--- config.mk ---
export PLATFORM = sky130hd
export DESIGN_NAME = ram64_gate_flat
export DESIGN_NICKNAME = d
export VERILOG_FILES = /design/src/rtl/ram64_gate_pkg.sv /design/src/rtl/ram64_gate_if.sv /design/src/rtl/ram8_gate.sv /design/src/rtl/ram64_gate.sv /design/src/flat_wrapper.sv
export SDC_FILE = /design/constraint.sdc
export NUM_CORES = 1
export LEC_CHECK = 0
export CORE_MARGIN = 4
export CORE_UTILIZATION = 40
export CTS_CLUSTER_DIAMETER = 50
export DETAILED_ROUTE_END_ITERATION = 8
export PLACE_DENSITY = 0.65
export SLEW_MARGIN = 40
export SYNTH_ARGS = -nofsm -noshare
export SYNTH_HDL_FRONTEND = slang
export SYNTH_SLANG_ARGS = --single-unit
--- constraint.sdc ---
create_clock -name clk -period 2.6 [get_ports clk]
set_input_delay 0.52 -clock clk [delete_from_list [all_inputs] [get_ports clk]]
set_output_delay 0.52 -clock clk [all_outputs]
set_load 0.01 [all_outputs]
--- src/rtl/ram64_gate_pkg.sv ---
// ram64_gate_pkg: shared widths, address split and gate helpers for the 64-word RAM
package ram64_gate_pkg;
  localparam int WIDTH          = 16;
  localparam int ADDR_W         = 6;
  localparam int BANK_MSB       = 5;
  localparam int BANK_LSB       = 3;
  localparam int WORD_MSB       = 2;
  localparam int WORD_LSB       = 0;
  localparam int NUM_BANKS      = 8;
  localparam int WORDS_PER_BANK = 8;
  function automatic logic [7:0] dmux8way(input logic d, input logic [2:0] sel);
    return {7'b0, d} << sel;
  endfunction
  function automatic logic [WIDTH-1:0] mux8way16(input logic [7:0][WIDTH-1:0] d, input logic [2:0] sel);
    return d[sel];
  endfunction
endpackage

--- src/rtl/ram64_gate_if.sv ---
// ram64_gate_if: write data, load, address and read data of the 64-word RAM
interface ram64_gate_if;
  import ram64_gate_pkg::*;
  logic [WIDTH-1:0]  i_in;
  logic              i_load;
  logic [ADDR_W-1:0] i_address;
  logic [WIDTH-1:0]  o_out;
  modport master (output i_in, i_load, i_address, input o_out);
  modport slave  (input i_in, i_load, i_address, output o_out);
endinterface

--- src/rtl/ram8_gate.sv ---
// ram8_gate: 8-word register bank with dmux write enables and mux read
module ram8_gate
  import ram64_gate_pkg::*;
(
  input  logic                     clk,
  input  logic                     rst_n,
  input  logic [WIDTH-1:0]         i_in,
  input  logic                     i_load,
  input  logic [WORD_MSB:WORD_LSB] i_address,
  output logic [WIDTH-1:0]         o_out
);
  logic [WORDS_PER_BANK-1:0][WIDTH-1:0] r_word;
  logic [WORDS_PER_BANK-1:0]            w_en;
  assign w_en  = dmux8way(i_load, i_address);
  assign o_out = mux8way16(r_word, i_address);
  // the single enabled word captures i_in; reset clears all words at once
  always_ff @(posedge clk or negedge rst_n)
    if (!rst_n) r_word <= '0;
    else
      for (int k = 0; k < WORDS_PER_BANK; k++)
        if (w_en[k]) r_word[k] <= i_in;
endmodule

--- src/rtl/ram64_gate.sv ---
// ram64_gate: 64 x 16 memory built from eight ram8_gate banks
module ram64_gate
  import ram64_gate_pkg::*;
(
  input  logic         clk,
  input  logic         rst_n,
  ram64_gate_if.slave  bus
);
  logic [NUM_BANKS-1:0]            w_bank_load;
  logic [NUM_BANKS-1:0][WIDTH-1:0] w_bank_out;
  assign w_bank_load = dmux8way(bus.i_load, bus.i_address[BANK_MSB:BANK_LSB]);
  for (genvar g = 0; g < NUM_BANKS; g++) begin : g_bank
    ram8_gate u_bank (
      .clk       (clk),
      .rst_n     (rst_n),
      .i_in      (bus.i_in),
      .i_load    (w_bank_load[g]),
      .i_address (bus.i_address[WORD_MSB:WORD_LSB]),
      .o_out     (w_bank_out[g])
    );
  end
  assign bus.o_out = mux8way16(w_bank_out, bus.i_address[BANK_MSB:BANK_LSB]);
endmodule

--- src/flat_wrapper.sv ---
// flat-port wrapper written by rule: the top's interface ports become plain ports
module ram64_gate_flat import ram64_gate_pkg::*;
  (clk, rst_n, bus_i_in, bus_i_load, bus_i_address, bus_o_out);
  ram64_gate_if bus_i ();
  input  logic clk;
  input  logic rst_n;
  input wire logic [$bits(bus_i.i_in)-1:0] bus_i_in;
  input wire logic [$bits(bus_i.i_load)-1:0] bus_i_load;
  input wire logic [$bits(bus_i.i_address)-1:0] bus_i_address;
  output wire logic [$bits(bus_i.o_out)-1:0] bus_o_out;
  assign bus_i.i_in = bus_i_in;
  assign bus_i.i_load = bus_i_load;
  assign bus_i.i_address = bus_i_address;
  assign bus_o_out = bus_i.o_out;
  ram64_gate u_core (.clk(clk), .rst_n(rst_n), .bus(bus_i));
endmodule
# --- Word level (Yosys, flattened, before mapping) ---
# Index checks and enable logic that the tools add are counted.
word_totals:
  register_bits: 1024
  latch_bits: 0
  mem_bits_rw: 0
  rom_bits: 0
  inputBits: 25
  output_inout_bits: 16
  word_cells: 93
  memories: 0
op_classes:
  add_sub_neg: 0
  n_mul: 0
  div: 0
  n_lt_le_gt_ge: 2
  n_eq_ne: 0
  shifts: 9
  mux: 18
  n_bitwise: 0
  n_reduce_logical: 0
ops:
  columns: ["cell", "count"]
  rows:
  - ["$bmux W16 S3", 9]
  - ["$mux W16", 9]
  - ["$shl A1 B3 Y8", 9]
  - ["$lt A3 B4 Y1 const B", 2]

# --- Longest topological paths before layout ---
# Gate-level depths: netlist of the first run.
depth:
  word_depth: 4
  depth_mapped: 9
  mapped_depth_nobuf: 5

# --- By module ---
# A second synthesis of the first run with hierarchy kept.
unflattened:
  hier_cells: 2743
  area_unflattened_um2: 48525.3
by_module_without_submodules:
  columns: ["mod", "n_inst", "cells_each", "area_each_um2", "seq_area_each_um2"]
  rows:
  - ["ram8_gate", 8, 334, 5931.9, 3203.1]
  - ["ram64_gate", 1, 71, 1069.8, 0.0]

# --- Worst setup path after synthesis of the first run ---
# No wires, ideal clock.
synth_path:
  kind: "in2out"
  from: "input bus_i_address[0]"
  to: "output bus_o_out[0]"
  arrival_time_ns: 2.015
  required_time_ns: 2.080
  setup_slack_ns: 0.065
  cell_stages: 7
  n_path_buf: 2
  cell_sequence: "buf_6 buf_2 mux4_2 nor2b_1 a211oi_1 nor4_1 o21bai_1"
synth_via:
  elab_chain_len: 4
  word_cells_on_any_way: 18
  cone_classes: "18 x mux"
synth_rtl:
  columns: ["element", "line_no", "rtl"]
  rows:
  - ["from (decl)", "flat_wrapper.sv:9", "input wire logic [$bits(bus_i.i_address)-1:0] bus_i_address;"]
  - ["$bmux W16 S3", "ram64_gate_pkg.sv:15", "return d[sel];"]
  - ["$mux W16 (not written as such)", "ram64_gate_pkg.sv:15", null]
  - ["$bmux W16 S3 *", "ram64_gate_pkg.sv:15", null]
  - ["$mux W16 (not written as such) *", "ram64_gate_pkg.sv:15", null]
  - ["to (decl)", "flat_wrapper.sv:10", "output wire logic [$bits(bus_i.o_out)-1:0] bus_o_out;"]
# Mark *: on every way between the ends. The rest lies on a longest branch, timed or not. The select of a mux whose other input is x is not followed.

# --- Worst setup path in the final report of the first run ---
layout_path:
  from: "input bus_i_address[0]"
  to: "output bus_o_out[13]"
# Same word-level chain as after synthesis.

==> summary.md, run 1 <==
| Metric | Value |
|---|---|
| Max IR drop VDD | `607 uV` |
| Clock skew | `0 ns` |
| Share of the synthesized area in the top cell type | `between 50% and 60%` |
| CTS Buf Count | `between 100 and 150` |
| Crit Path Max Fanout | `9` |
| Detailed placement HPWL | `around 80 mm` |
| Initial Util | `40.3%` |
| Final total power | `around 42 mW` |
| Max Root-Sink Buffers | `3` |
| Critical path arrival | `~2.6 ns` |
| Post-route setup TNS | `-7.02 ns` |
| Placed inst area | `approximately 52,000 um^2` |
| Largest area contributor in the netlist | `dfrtp_1` |
| Tot GR Track Use | `between 10% and 20%` |
| Failing checks | `setup timing` |
| Syn_area_per_cell | `between 15 and 20 um^2` |
| Vias in the first global route | `between 20,000 and 30,000` |
| CP Class | `input port to primary output` |
| Global-route wire length before repair | `190 mm` |
| GRT Residual Overflow | `0` |
| Antenna Nets Post-Route | `0` |
| Adder-Cell Fraction of Synth Area | `0%` |
| CP Cell Sequence | `buf_16, buf_16, buf_12, mux4_2, mux2_2, o22ai_2, buf_4, o32ai_4, buf_2` |
| Top reg by flops | `u_core.g_bank.u_bank.r_word` |
| DR vias/cell | `approximately 5.6` |
| Top area cells in the synthesized netlist | `dfrtp_1, mux2_2, mux4_2` |
| Core ar. | `118,000 um^2` |
| Clock latency on the worst-skew pair | `roughly 0.67 ns` |
| Post-synthesis compound-gate area fraction | `1.89%` |
| Clock tree sinks | `slightly above 1,000` |
| Die Y | `~350 um` |
| DIE AREA | `between 100,000 and 150,000 um^2` |
| H-tree level count | `3` |
| Pwr dens | `roughly 730 nW/um^2` |
| Post-synthesis sequential area ratio | `a little over half` |
| Max incr delay on CP | `0.51 ns` |
| Area grow syn2layout | `21.1%` |
| Cell family with most CP delay | `buffers and inverters` |
| Largest registers | `u_core.g_bank.u_bank.r_word (1024)` |
| Largest family of logic cells by synthesized area | `multiplexers` |
| Slew Viols, Final | `0` |
| Min-delay worst type | `input port to asynchronous set/reset pin` |
| Largest net degree at the start of global routing | `between 80 and 90` |
| CP max stage cell | `mux4_2` |
| Antenna violations before repair | `2` |
| Vias post-DR | `27,000` |
| Highest Clock Rate | `between 300 and 400 MHz` |
| Critical path startpoint category | `input port` |
| WL final | `between 100 and 150 mm` |
| Synth warn | `0` |
| # Max-Cap Violations | `0` |
| Clock slew at reported path FFs | `0.06 ns` |
| RSZ-0062 raised after global routing | `yes` |
| Place WS | `-1.39 ns` |
| Cell mode on critical path | `buf_16` |
| Outcome | `finished, violations left` |
| Final setup viols | `16` |
| Fin util | `48.8%` |
| Mapped cell area | `47,500 um^2` |
| Worst setup EP type | `primary output` |
| Number of distinct library cells after synthesis | `between 40 and 50` |
| Post-Synth Simple-Gate Area | `2.84%` |
| # port buffers | `40` |
| Setup ws final | `-0.534 ns` |
| Die Span X | `between 300 and 400 um` |
| Syn Inst Count | `between 2,000 and 3,000` |
| Xor/xnor share of the synthesized area | `0%` |
| Syn nets | `3,017` |
| Post-synthesis mux area share | `around 38%` |
| LEAKAGE | `roughly 26 nW` |
| CTS Root Cell | `clkbuf_16` |
| Period Utilization, post-route | `121%` |
| Pre-Repair DR Iteration Count | `5` |
| DR WL/cell | `~26 um` |
| Final RePlAce weighted congestion | `a little under 0.8` |
| DRC Markers | `0` |
| Final instance area | `between 50,000 and 60,000 um^2` |
| Rows | `roughly 130` |
| Layout cells sized above 1 | `approximately three fifths` |
| Nets | `approximately 3,200` |
| Post-layout minimum cycle time | `3.13 ns` |
| Top-level port count | `between 40 and 50` |
| Relative slew slack | `between 40% and 50%` |
| CTS tree | `done` |
| Iter 0 DRT Violations | `roughly 1,500` |
| Final hold violations | `0` |
| Critical Path RT | `2.08 ns` |
| CP Buf/Inv Count | `5` |
| Worst Max-Slew Pin Slew | `0.856 ns` |
| Max reg flops | `1,024` |
| Yosys reg bits | `1,024` |
==> area by class of cell <==
| class | instances | area [um^2] |
|---|---|---|
| fillers | 9888 | 60400 |
| flip-flops and latches | 1024 | 25600 |
| multi-input cells | 1680 | 21200 |
| repair buffers | 370 | 4840 |
| clock buffers | 164 | 3230 |
| well taps | 1536 | 1920 |
| clock inverters | 42 | 682 |
| diodes | 2 | 5.00 |
==> metrics by stage <==
step / instances / hold slack [ns]
after floorplan: 2992 / 0.224
after global placement: 4586 / 0.462
after CTS: 4811 / 0.406
after detailed placement: 4586 / 0.469
final: 4818 / 0.435
after global routing: 4816 / 0.423
==> cell usage after synthesis, drive strengths merged <==
master / number
mux2: 1072
mux2i: 71
nand3b: 2
o21bai: 3
clkbuf: 127
and3: 1
mux4: 230
nand2b: 20
nor4: 3
o32ai: 13
buf: 161
or3: 1
a221oi: 13
a211oi: 16
dfrtp: 1024
and2: 6
a221o: 16
o21ai: 3
nand3: 6
and2b: 1
or2: 3
or3b: 1
o221ai: 13
nor2: 64
nor3b: 1
nor3: 14
o22ai: 35
nor2b: 21
nand2: 51
==> power by group <==
| part | internal, mW | total (mW) | switching, mW |
|---|---|---|---|
| sequential | 18.1 | 19.1 | 1.03 |
| combinational | 3.49 | 6.13 | 2.64 |
| clock | 10.1 | 16.7 | 6.56 |
| total | 31.7 | 41.9 | 10.2 |
==> metal layers <==
layer	up-vias	share of wire (%)	routed length [um]	global-route usage [%]
li1	11500	-	-	-
met1	14800	45	56000	28.3
met2	506	47	58300	31.7
met3	170	5.0	6200	4.11
met4	0	2.5	3120	5.04
met5	-	0	0	0
==> cells by family (layout without fill, tap and decap cells) <==
| kind of cell | Yosys count | after routing |
|---|---|---|
| DFF | 1024 | 1024 |
| muxes | 1373 | 1373 |
| AOI/OAI and AO/OA | 112 | 112 |
| other | 0 | 2 |
| and+or+nand+nor | 195 | 195 |
| buffers and inverters | 288 | 576 |
==> cells in the final DEF (no fill, tap or decap), types with 21 or more instances in the layout <==
master	synthesis	final
buf_12	7	147
mux2_2	1036	1027
clkbuf_16	0	114
clkbuf_1	125	31
mux4_2	224	226
buf_2	54	30
dfrtp_1	1024	1024
buf_6	11	23
mux2i_1	71	63
nor2_4	37	39
clkbuf_8	0	21
nand2_1	33	29
buf_4	67	154
mux2_1	36	36
==> final timing paths <==
check,cells past startpoint,slack (ns),to,start
worst min register to register,1,0.48,u_core.g_bank[6].u_bank.r_word[102],u_core.g_bank[6].u_bank.r_word[102]
max in group asynchronous,4,1.21,u_core.g_bank[5].u_bank.r_word[114],rst_n
worst max register to register,2,1.73,u_core.g_bank[4].u_bank.r_word[116],u_core.g_bank[4].u_bank.r_word[116]
worst min-delay path,2,0.43,u_core.g_bank[2].u_bank.r_word[46],rst_n
worst max-delay path,9,-0.53,bus_o_out[13],bus_i_address[0]
min in group clk,3,0.45,u_core.g_bank[0].u_bank.r_word[112],bus_i_in[0]
==> worst reg2reg max path, delay by kind of cell (launching register included) <==
| family | cells | cell delay [ns] |
|---|---|---|
| buf+inv | 1 | 0.13 |
| flops | 1 | 0.37 |
| mux | 1 | 0.25 |
==> repair_timing <==
| action | in CTS | in global routing |
|---|---|---|
| hold endpoints to repair | 17 | 0 |
| setup endpoints to repair | 16 | 16 |
| pin swaps | 32 | 24 |
| gates cloned | 5 | 0 |
| resized for setup | 236 | 47 |
| hold buffers | 1 | 0 |
| buffers inserted | 18 | 8 |
Note: power is estimated with default switching activity, not from simulation.
==> run 2: changes to the inputs <==
Settings changed: CAP_MARGIN set to 20.
==> results of run 2 <==
Final layout, timing and power as in run 1 (identical DEF).
